===== src/rtl/pixel_sequencer.sv =====
// Frame sequencer for the pixel array: erase -> expose -> convert (with ADC ramp) -> read banks 1..4.
// Every output is a flop computed from the next state, so the array sees glitch-free Moore controls.
module pixel_sequencer #(
  parameter int C_ERASE   = 5,
  parameter int C_EXPOSE  = 255,
  parameter int C_CONVERT = 255,
  parameter int C_READ    = 5
) (
  input  logic        clk,
  input  logic        reset,
  input  logic        start,
  input  logic        abort,
  input  logic        cont_mode,
  output logic        erase,
  output logic        expose,
  output logic        convert,
  output logic [7:0]  ramp_data,
  output logic        read1,
  output logic        read2,
  output logic        read3,
  output logic        read4,
  output logic        busy,
  output logic        frame_done,
  output logic [15:0] frame_cnt
);

  typedef enum logic [2:0] {
    S_IDLE    = 3'd0,
    S_ERASE   = 3'd1,
    S_EXPOSE  = 3'd2,
    S_CONVERT = 3'd3,
    S_READ1   = 3'd4,
    S_READ2   = 3'd5,
    S_READ3   = 3'd6,
    S_READ4   = 3'd7
  } state_t;

  // Phase lengths are 1..256, so the terminal-count load value always fits in 8 bits.
  localparam logic [7:0] LD_ERASE   = 8'(C_ERASE - 1);
  localparam logic [7:0] LD_EXPOSE  = 8'(C_EXPOSE - 1);
  localparam logic [7:0] LD_CONVERT = 8'(C_CONVERT - 1);
  localparam logic [7:0] LD_READ    = 8'(C_READ - 1);

  state_t      state_q, state_d;
  logic [7:0]  cnt_q, cnt_d;
  logic        phase_end;

  logic        erase_q, erase_d;
  logic        expose_q, expose_d;
  logic        convert_q, convert_d;
  logic [7:0]  ramp_q, ramp_d;
  logic [3:0]  read_q, read_d;
  logic        busy_q, busy_d;
  logic        frame_done_q, frame_done_d;
  logic [15:0] frame_cnt_q, frame_cnt_d;

  function automatic logic [7:0] load_value(input state_t s);
    logic [7:0] v;
    v = 8'd0;
    case (s)
      S_ERASE:   v = LD_ERASE;
      S_EXPOSE:  v = LD_EXPOSE;
      S_CONVERT: v = LD_CONVERT;
      S_READ1,
      S_READ2,
      S_READ3,
      S_READ4:   v = LD_READ;
      default:   v = 8'd0;
    endcase
    return v;
  endfunction

  assign phase_end = (cnt_q == 8'd0);

  // Next-state, phase counter and frame bookkeeping.
  always_comb begin
    state_d      = state_q;
    frame_done_d = 1'b0;
    frame_cnt_d  = frame_cnt_q;

    if (abort) begin
      state_d = S_IDLE;
    end else begin
      case (state_q)
        S_IDLE: begin
          if (start) state_d = S_ERASE;
        end
        S_READ4: begin
          if (phase_end) begin
            frame_done_d = 1'b1;
            frame_cnt_d  = frame_cnt_q + 16'd1;
            state_d      = cont_mode ? S_ERASE : S_IDLE;
          end
        end
        default: begin
          if (phase_end) state_d = state_t'(state_q + 3'd1);
        end
      endcase
    end

    // Every phase change is a state change (READ4 -> ERASE included), so reload on any change.
    if (state_d != state_q) begin
      cnt_d = load_value(state_d);
    end else if (state_q != S_IDLE) begin
      cnt_d = cnt_q - 8'd1;
    end else begin
      cnt_d = 8'd0;
    end
  end

  // Registered controls decoded from the state being entered.
  always_comb begin
    erase_d   = (state_d == S_ERASE);
    expose_d  = (state_d == S_EXPOSE);
    convert_d = (state_d == S_CONVERT);
    busy_d    = (state_d != S_IDLE);
    ramp_d    = 8'd0;
    if (state_d == S_CONVERT && state_q == S_CONVERT) begin
      ramp_d = ramp_q + 8'd1;
    end
  end

  for (genvar gi = 0; gi < 4; gi++) begin : g_read
    assign read_d[gi] = (state_d == state_t'(3'(S_READ1) + 3'(gi)));
  end

  always_ff @(posedge clk or posedge reset) begin
    if (reset) begin
      state_q      <= S_IDLE;
      cnt_q        <= 8'd0;
      erase_q      <= 1'b0;
      expose_q     <= 1'b0;
      convert_q    <= 1'b0;
      ramp_q       <= 8'd0;
      read_q       <= 4'd0;
      busy_q       <= 1'b0;
      frame_done_q <= 1'b0;
      frame_cnt_q  <= 16'd0;
    end else begin
      state_q      <= state_d;
      cnt_q        <= cnt_d;
      erase_q      <= erase_d;
      expose_q     <= expose_d;
      convert_q    <= convert_d;
      ramp_q       <= ramp_d;
      read_q       <= read_d;
      busy_q       <= busy_d;
      frame_done_q <= frame_done_d;
      frame_cnt_q  <= frame_cnt_d;
    end
  end

  assign erase      = erase_q;
  assign expose     = expose_q;
  assign convert    = convert_q;
  assign ramp_data  = ramp_q;
  assign read1      = read_q[0];
  assign read2      = read_q[1];
  assign read3      = read_q[2];
  assign read4      = read_q[3];
  assign busy       = busy_q;
  assign frame_done = frame_done_q;
  assign frame_cnt  = frame_cnt_q;

endmodule

===== config.mk =====
export PLATFORM = sky130hd
export DESIGN_NAME = pixel_sequencer
export DESIGN_NICKNAME = d
export VERILOG_FILES = /design/src/rtl/pixel_sequencer.sv
export SDC_FILE = /design/constraint.sdc
export NUM_CORES = 1
export LEC_CHECK = 0
export CAP_MARGIN = 20
export CORE_ASPECT_RATIO = 0.6
export CORE_MARGIN = 2
export CORE_UTILIZATION = 50
export CTS_CLUSTER_SIZE = 40
export DETAILED_ROUTE_END_ITERATION = 8
export GPL_TIMING_DRIVEN = 0
export PLACE_DENSITY = 0.82
export SYNTH_ARGS = -nofsm -noshare
export SYNTH_HDL_FRONTEND = slang
export SYNTH_SLANG_ARGS = --single-unit

===== constraint.sdc =====
create_clock -name clk -period 2.85 [get_ports clk]
set_input_delay 0.4275 -clock clk [delete_from_list [all_inputs] [get_ports clk]]
set_output_delay 0.4275 -clock clk [all_outputs]
set_load 0.01 [all_outputs]

# Word-level counts from Yosys, hierarchy flattened
# Index checks and enable logic that the tools add are counted.
dict set report word_totals {
  romBits 0
  memories 0
  latchBits 0
  input_bits 5
  reg_bits 44
  mem_bits_rw 0
}
dict set report op_classes {
  shift 0
  n_div 0
  eq_ne 10
  bitwise 1
  n_reduce_logical 8
  n_mul 0
  muxes 13
  addsub 4
  order_cmp 0
}
# operator n
set op_table {}
lappend op_table {{$mux W8} 3}
lappend op_table {{$add A16 B1 Y16 const B} 1}
lappend op_table {{$pmux W8 S2} 1}
lappend op_table {{$eq A3 B3 Y1 const B} 5}
lappend op_table {{$mux W3} 4}
lappend op_table {{$eq A3 B2 Y1 const B} 3}
lappend op_table {{$add A8 B1 Y8 const B} 1}
lappend op_table {{$logic_not A8 Y1} 1}
lappend op_table {{$sub A8 B1 Y8 const B} 1}
lappend op_table {{$pmux W3 S2} 1}
lappend op_table {{$reduce_bool A3 Y1} 2}
lappend op_table {{$reduce_or A5 Y1} 1}
lappend op_table {{$mux W1} 4}
lappend op_table {{$add A3 B1 Y3 const B} 1}
lappend op_table {{$eq A3 B1 Y1 const B} 1}
lappend op_table {{$logic_not A3 Y1} 1}
lappend op_table {{$ne A3 B3 Y1} 1}
lappend op_table {{$reduce_and A3 Y1} 1}
lappend op_table {{$reduce_or A2 Y1} 1}
lappend op_table {{$logic_and A1 B1 Y1} 1}
lappend op_table {{$not A1 Y1} 1}

# Depth between registers and ports, before layout
# Gate-level depths: netlist of run 1.
dict set report depth {
  word_depth 8
  mapped_depth 9
}

# Worst setup path before layout of run 1
# Ideal clock, no wire load.
dict set report synth_path {
  kind {flip-flop to flip-flop}
  start {register cnt_q[0]}
  end {register frame_cnt_q[15] (netlist: frame_cnt[15])}
  required_time_ns 2.771
  n_path_buf 0
  stages_incl_launch_ff 9
  setup_ns 0.079
  synth_period_minus_slack_ns 2.340
  arrival_time_ns 2.261
  slack_ns 0.510
  path_cell_list {dfrtp_1 -> inv_1 -> ha_1 -> or4b_4 -> nor4_4 -> and3_4 -> nand4_4 -> nor3_2 -> xor2_1}
}
dict set report synth_via {
  elab_chain_len 2
}
# element line_no
set synth_lines {}
lappend synth_lines {{start: declaration} 45} ;# logic [7:0] cnt_q, cnt_d;
lappend synth_lines {{start signal: assignment} 141} ;# cnt_q <= cnt_d;
lappend synth_lines {{$logic_not A8 Y1} 73} ;# assign phase_end = (cnt_q == 8'd0);
lappend synth_lines {{$reduce_and A3 Y1 (no line)} --}
lappend synth_lines {{end signal: assignment} 149} ;# frame_cnt_q <= frame_cnt_d;
lappend synth_lines {{end: declaration} 55} ;# logic [15:0] frame_cnt_q, frame_cnt_d;
# No other way between the ends.
# A chain may end at the register's enable or synchronous reset.

# Worst setup path after layout of run 1
dict set report layout_path {
  start {register state_q[1]}
  end {register cnt_q[1]}
}
dict set report layout_via {
  elab_chain_len 8
  word_cells_on_any_way 22
  classes_between {add/sub (1); eq/ne (9); mux (8); reduce/logical (4)}
}
# element line_no
set layout_lines {}
lappend layout_lines {{start: declaration} 44} ;# state_t state_q, state_d;
lappend layout_lines {{start signal: assignment} 140} ;# state_q <= state_d;
lappend layout_lines {{$add A3 B1 Y3} 96} ;# if (phase_end) state_d = state_t'(state_q + 3'd1);
lappend layout_lines {{$mux W3} 96}
lappend layout_lines {{$pmux W3 S2 *} 84} ;# case (state_q)
lappend layout_lines {{$mux W3 *} 81} ;# if (abort) begin
lappend layout_lines {{via state_d[1]} 44}
lappend layout_lines {{$eq A3 B1 Y1 (tied with other cells)} 60} ;# case (s)
lappend layout_lines {{$reduce_or A5 Y1 (no line) / $reduce_or A2 Y1 (equally long branches)} --}
lappend layout_lines {{$pmux W8 S2} 60}
lappend layout_lines {{$mux W8 *} 102} ;# if (state_d != state_q) begin
lappend layout_lines {{via cnt_d[1]} 45}
# The timed path passes the listed nets; every way through them passes the cells marked *.

==> results of run 1 <==
## sequential cells by signal, indices dropped and copies added, names as in the netlist
name and count:
erase 1, frame_done 1, read_q 4, busy 1, expose 1, convert 1
ramp_data 8, cnt_q 8, state_q 3, frame_cnt 16
## cell usage in the layout (no fill, tap or decap), types with 3 or more instances in the layout
cell,Yosys,routed
nor3_1,4,4
clkdlybuf4s50_1,0,36
clkbuf_8,0,5
and3_1,5,5
xor2_1,10,10
buf_4,0,3
ha_1,7,6
nand4_1,4,4
nand3_1,12,12
a31oi_1,4,4
o21ai_0,9,9
xnor2_1,17,17
dfrtp_1,44,44
inv_1,12,11
nor2_1,23,23
nand2b_1,3,3
nand2_1,15,15
## cell families (layout without fill, tap and decap cells)
kind of cell,Yosys count,count (layout),share of synthesized area (%)
AOI/OAI and AO/OA,27,27,9.33
xor gates and xnor gates,27,27,10.9
adders and majority gates,7,7,4.06
buffers and inverters,14,61,2.43
DFF,44,44,51.0
muxes,2,2,0.985
and+or+nand+nor,81,81,21.3
## layout make-up
class	instances	share of cell area, %
Sequential cell	44	40.2
Multi-Input combinational cell	144	37.7
Timing Repair Buffer	39	14.0
Tap cell	60	2.74
Clock buffer	5	2.51
Inverter	12	1.64
Clock inverter	3	0.868
Buffer	2	0.320
## power by group
part           switching (mW)  internal [mW]  total (mW)
Clock                   0.222          0.174       0.396
Combinational           0.403          0.290       0.692
Sequential             0.0765          0.697       0.774
Total                   0.701           1.16        1.86
## final timing paths
path | from | endpoint | slack, ns
setup / recovery | state_q[1] | cnt_q[1] | 0.21
setup reg to reg | state_q[1] | cnt_q[1] | 0.21
max in group asynchronous | reset | frame_cnt[7] | 1.67
min in group asynchronous | reset | cnt_q[7] | 0.63
hold / removal | cnt_q[0] | cnt_q[0] | 0.46
hold reg to reg | cnt_q[0] | cnt_q[0] | 0.46
## timing repair
action | in CTS | in global routing
endpoints found under the setup margin | 0 | 15
resized for setup | 0 | 8
buffers inserted | 0 | 3
## routing by layer
metal	wire (µm)	track usage (%)
met5	0	0
met4	63	7.58
met3	351	6.23
met2	1830	28.0
met1	2200	29.7
## synthesized netlist by cell type (3+ instances only)
master and n:
dfrtp_1 44, nor2_1 23, xnor2_1 17, nand2_1 15, inv_1 12, nand3_1 12
xor2_1 10, o21ai_0 9, ha_1 7, and3_1 5, a31oi_1 4, nand4_1 4
nor3_1 4, nand2b_1 3
## worst register-to-register path, delay by kind of cell, from the launching register on
kind	cells	cell delay, ns
compound gates	3	0.78
fa+ha+maj	1	0.28
buf+inv	1	0.13
flops	1	0.44
simple gates	3	0.92
==> flow_metrics.tcl, run 1 <==
set metrics [dict create \
    slew_violations 0 \
    drive_gt1_share_pct 11.6 \
    path_depth 8 \
    fin_nets 260 \
    vias_per_cell 5.31 \
    hold_path_class "reg -> reg" \
    critPathArrivalTime_ns 2.85 \
    clock-sinks 44 \
    dpl.cell_count 298 \
    final_area_um2 2740 \
    yosysTopAreaCell "dfrtp_1" \
    irDropWorstVdd_mv 0.408 \
    path_clk_slew_ns 0.09 \
    cp_slowest_cell "or3b_2" \
    drtIter0Drc 85 \
    cts_inserted_buffers 5 \
    die-height_um 54.9 \
    worst_slew_pin_slew_ns 0.880 \
    setup_violations 0 \
    tritoncts "done" \
    io_buffers 36 \
    rsz0062_at_grt "yes" \
    path_buf_inv 1 \
    cts_buffer_depth 2 \
    antenna_found_initial 0 \
    finalPower_mw 1.86 \
    remaining_drc_errors 0 \
    syn_to_final_growth_pct 26.8 \
    postRouteAntennaNets 0 \
    rows 18 \
    synth_area_leaders "dfrtp_1 51%, xnor2_1 6.9%, ha_1 4.1%" \
    p_per_area_nw_per_um2 680 \
    slew_headroom_pct 41.2 \
    cts.htree.levels 2 \
    grt_use_total_pct 20.2 \
    period_needed_ns 2.64 \
    cp_max_fo 6 \
    ys.flop_type "dfrtp_1" \
    fillers 335 \
    place_area_um2 2590 \
    crit_chain "inv_1 > ha_1 > or3b_2 > or2_2 > a31oi_1 > nand2_1 > a21o_1 > o21ai_0" \
    die_w_um 88.8 \
    drtPass1Iterations 5 \
    startpoint_type "flop" \
    hold_depth 1 \
    cts_root_buffer "clkbuf_8" \
    worstSetupPathType "reg -> reg" \
    finalClockSkew_ns 0.0105 \
    hold_viol 0 \
    fmax_mhz 379 \
    synth_warnings 0 \
    syn_area_per_cell_um2 10.7 \
    gp_congestion 0.829 \
    holdBufCountCts 0 \
    vias 1640 \
    post-route-period-util_pct 92.5 \
    grt_start_max_net_pins 45 \
    ff2ff_path_depth 8 \
    crit_path_end_kind "flop" \
    dp_hpwl_um 3200 \
    hold_slack_ns 0.456 \
    fin_ws_ns 0.212 \
    yosys_register_bits 44 \
    grt-ovfl-total 0 \
    insertion_delay_ns 0.30 \
    multiInputGateArea_um2 1030 \
    final_cell_count_no_fill 309 \
    drv_cap 0 \
    crit_required_ns 3.06 \
    postLayoutCoreUtil_pct 66.5 \
    slowest_delay_ns 0.52 \
    async_flop_share_pct 100 \
    start_util_pct 52.4 \
    ys_seq_area_share_pct 51.0 \
    grt_pass1_vias 1466 \
    core_area_um2 4120 \
    syn_nets 214 \
    grt_pass1_wl_um 7140 \
    synth_top_area_share_pct 51.0 \
    n_antenna_cell 0 \
    die_area_um2 4880 \
    netlist_area_um2 2160 \
    cp_top_family "simple AND/OR/NAND/NOR gates" \
    p_leak_nw 1.21 \
    syn_inst 202 \
    yosysUniqueCellTypes 42 \
    drt_wl_total_um 4440 \
    synth-edff-count 0 \
    pin_count 38 \
    tns_ns 0 \
    run_status "finished, final reports clean" \
    regArea_um2 1100 \
    wire_per_inst_um 14.4 \
    dp_slack_ns 0.0598 \
]
No activity file was read; power rests on OpenSTA's default activity.
==> run 2: changes to the inputs <==
clock period = 2.6 ns   (was 2.85 ns; I/O delays follow)
==> flow_metrics.tcl, run 2 (same netlist as run 1, synthesis figures left out) <==
set metrics [dict create \
    finalPower_mw 2.27 \
    start_util_pct 52.4 \
    die_w_um 88.8 \
    worst_slew_pin_slew_ns 0.904 \
    startpoint "cnt_q[0]" \
    startpoint_type "flop" \
    fin_nets 264 \
    grt-ovfl-total 0 \
    slew_headroom_pct 39.7 \
    hold_viol 0 \
    hold_path_class "reg -> reg" \
    reg2reg_from "cnt_q[0]" \
    dpl.cell_count 298 \
    die-height_um 54.9 \
    clock-sinks 44 \
    setup_violations 0 \
    dp_hpwl_um 3200 \
    vias_per_cell 5.46 \
    p_per_area_nw_per_um2 792 \
    cp_max_fo 7 \
    final_area_um2 2860 \
    irDropWorstVdd_mv 0.422 \
    syn_to_final_growth_pct 32.6 \
    gp_congestion 0.829 \
    drt_wl_total_um 4780 \
    hold_depth 1 \
    reg2reg_slack_ns 0.1 \
    place_area_um2 2590 \
    insertion_delay_ns 0.30 \
    hp-start "cnt_q[0]" \
    finalClockSkew_ns 0.0111 \
    vias 1710 \
    r2r-end "erase" \
    cts_buffer_depth 2 \
    fmax_mhz 400 \
    period_needed_ns 2.50 \
    worstSetupPathType "reg -> reg" \
    postRouteAntennaNets 0 \
    rsz0062_at_grt "yes" \
    wire_per_inst_um 15.3 \
    grt_pass1_vias 1481 \
    io_buffers 36 \
    rows 18 \
    crit_path_end_kind "flop" \
    critPathArrivalTime_ns 2.72 \
    postLayoutCoreUtil_pct 69.5 \
    ff2ff_path_depth 9 \
    dp_slack_ns -0.153 \
    final_cell_count_no_fill 313 \
    run_status "finished, final reports clean" \
    tritoncts "done" \
    final_common_cell "dfrtp_1" \
    fillers 314 \
    path_clk_slew_ns 0.09 \
    grt_pass1_wl_um 7220 \
    grt_use_total_pct 20.5 \
    cts.htree.levels 2 \
    drtPass1Iterations 4 \
    grt_start_max_net_pins 45 \
    core_area_um2 4120 \
    drive_gt1_share_pct 16.6 \
    crit_required_ns 2.82 \
    die_area_um2 4880 \
    n_antenna_cell 0 \
    remaining_drc_errors 0 \
    hold_slack_ns 0.459 \
    pin_count 38 \
    slew_violations 0 \
    final_cell_mix "43 x dfrtp_1, 36 x clkdlybuf4s50_1, 21 x nor2_1, 17 x xnor2_1, 15 x nand2_1" \
    largest_register_ffs 16 \
    drv_cap 0 \
    antenna_found_initial 0 \
    fin_ws_ns 0.0997 \
    cts_root_buffer "clkbuf_8" \
    p_leak_nw 1.25 \
    regArea_um2 1100 \
    cts_inserted_buffers 5 \
    post-route-period-util_pct 96.2 \
    drtIter0Drc 93 \
    multiInputGateArea_um2 1110 \
    hold_end "cnt_q[0]" \
    tns_ns 0 \
]
-- run 2: cell count changes in the layout (fill, tap and decap cells not counted), moves of 2 or more --
cell    delta
ha_4       +2
buf_4      +3
ha_1       -3
nor2_1     -2
-- run 2: worst max-delay path: stages (launching register included) --
cell,delay (ns)
dfrtp_1,0.40
inv_1,0.08
ha_2,0.22
or4b_4,0.53
nor2_4,0.17
nand3_1,0.14
a221oi_4,0.47
buf_4,0.19
nand2b_1,0.07
nor2_1,0.15
-- run 2: repair_timing --
action,CTS,global route
pin swaps,1,5
setup endpoints to repair,15,28
setup buffers,3,4
resized for setup,5,22
hold buffers,0,0
-- run 2: cell type report --
type	instances	area share, %
plain buffers	2	0.393
clock buffers	5	2.40
clock inverters	3	0.830
inverters	12	1.57
multi-input cells	144	38.8
flip-flops and latches	44	38.5
well taps	60	2.62
repair buffers	43	14.9
-- run 2: layer usage --
layer	share of wire, %	routed length, µm	global-route usage, %	vias up
li1	-	-	-	803
met1	47	2260	30.3	833
met2	44	2100	28.5	68
met3	7.6	362	6.08	6
met4	1.1	54	7.58	0
met5	0	0	0	-
-- run 2: worst max-delay path by stage --
stage	to	slack [ns]
floorplan	frame_cnt[15]	0.26
global placement	frame_cnt[14]	-0.09
detailed placement	cnt_q[1]	-0.15
CTS	cnt_q[2]	0.004
global route	cnt_q[2]	-0.06
finish	erase	0.1
-- run 2: power breakdown --
| part | total [mW] | switching, mW | leakage (nW) | internal, mW |
|---|---|---|---|---|
| clock network | 0.434 | 0.244 | 0.0404 | 0.190 |
| registers | 0.862 | 0.0981 | 0.597 | 0.764 |
| logic | 0.971 | 0.516 | 0.610 | 0.455 |
| total | 2.27 | 0.857 | 1.25 | 1.41 |
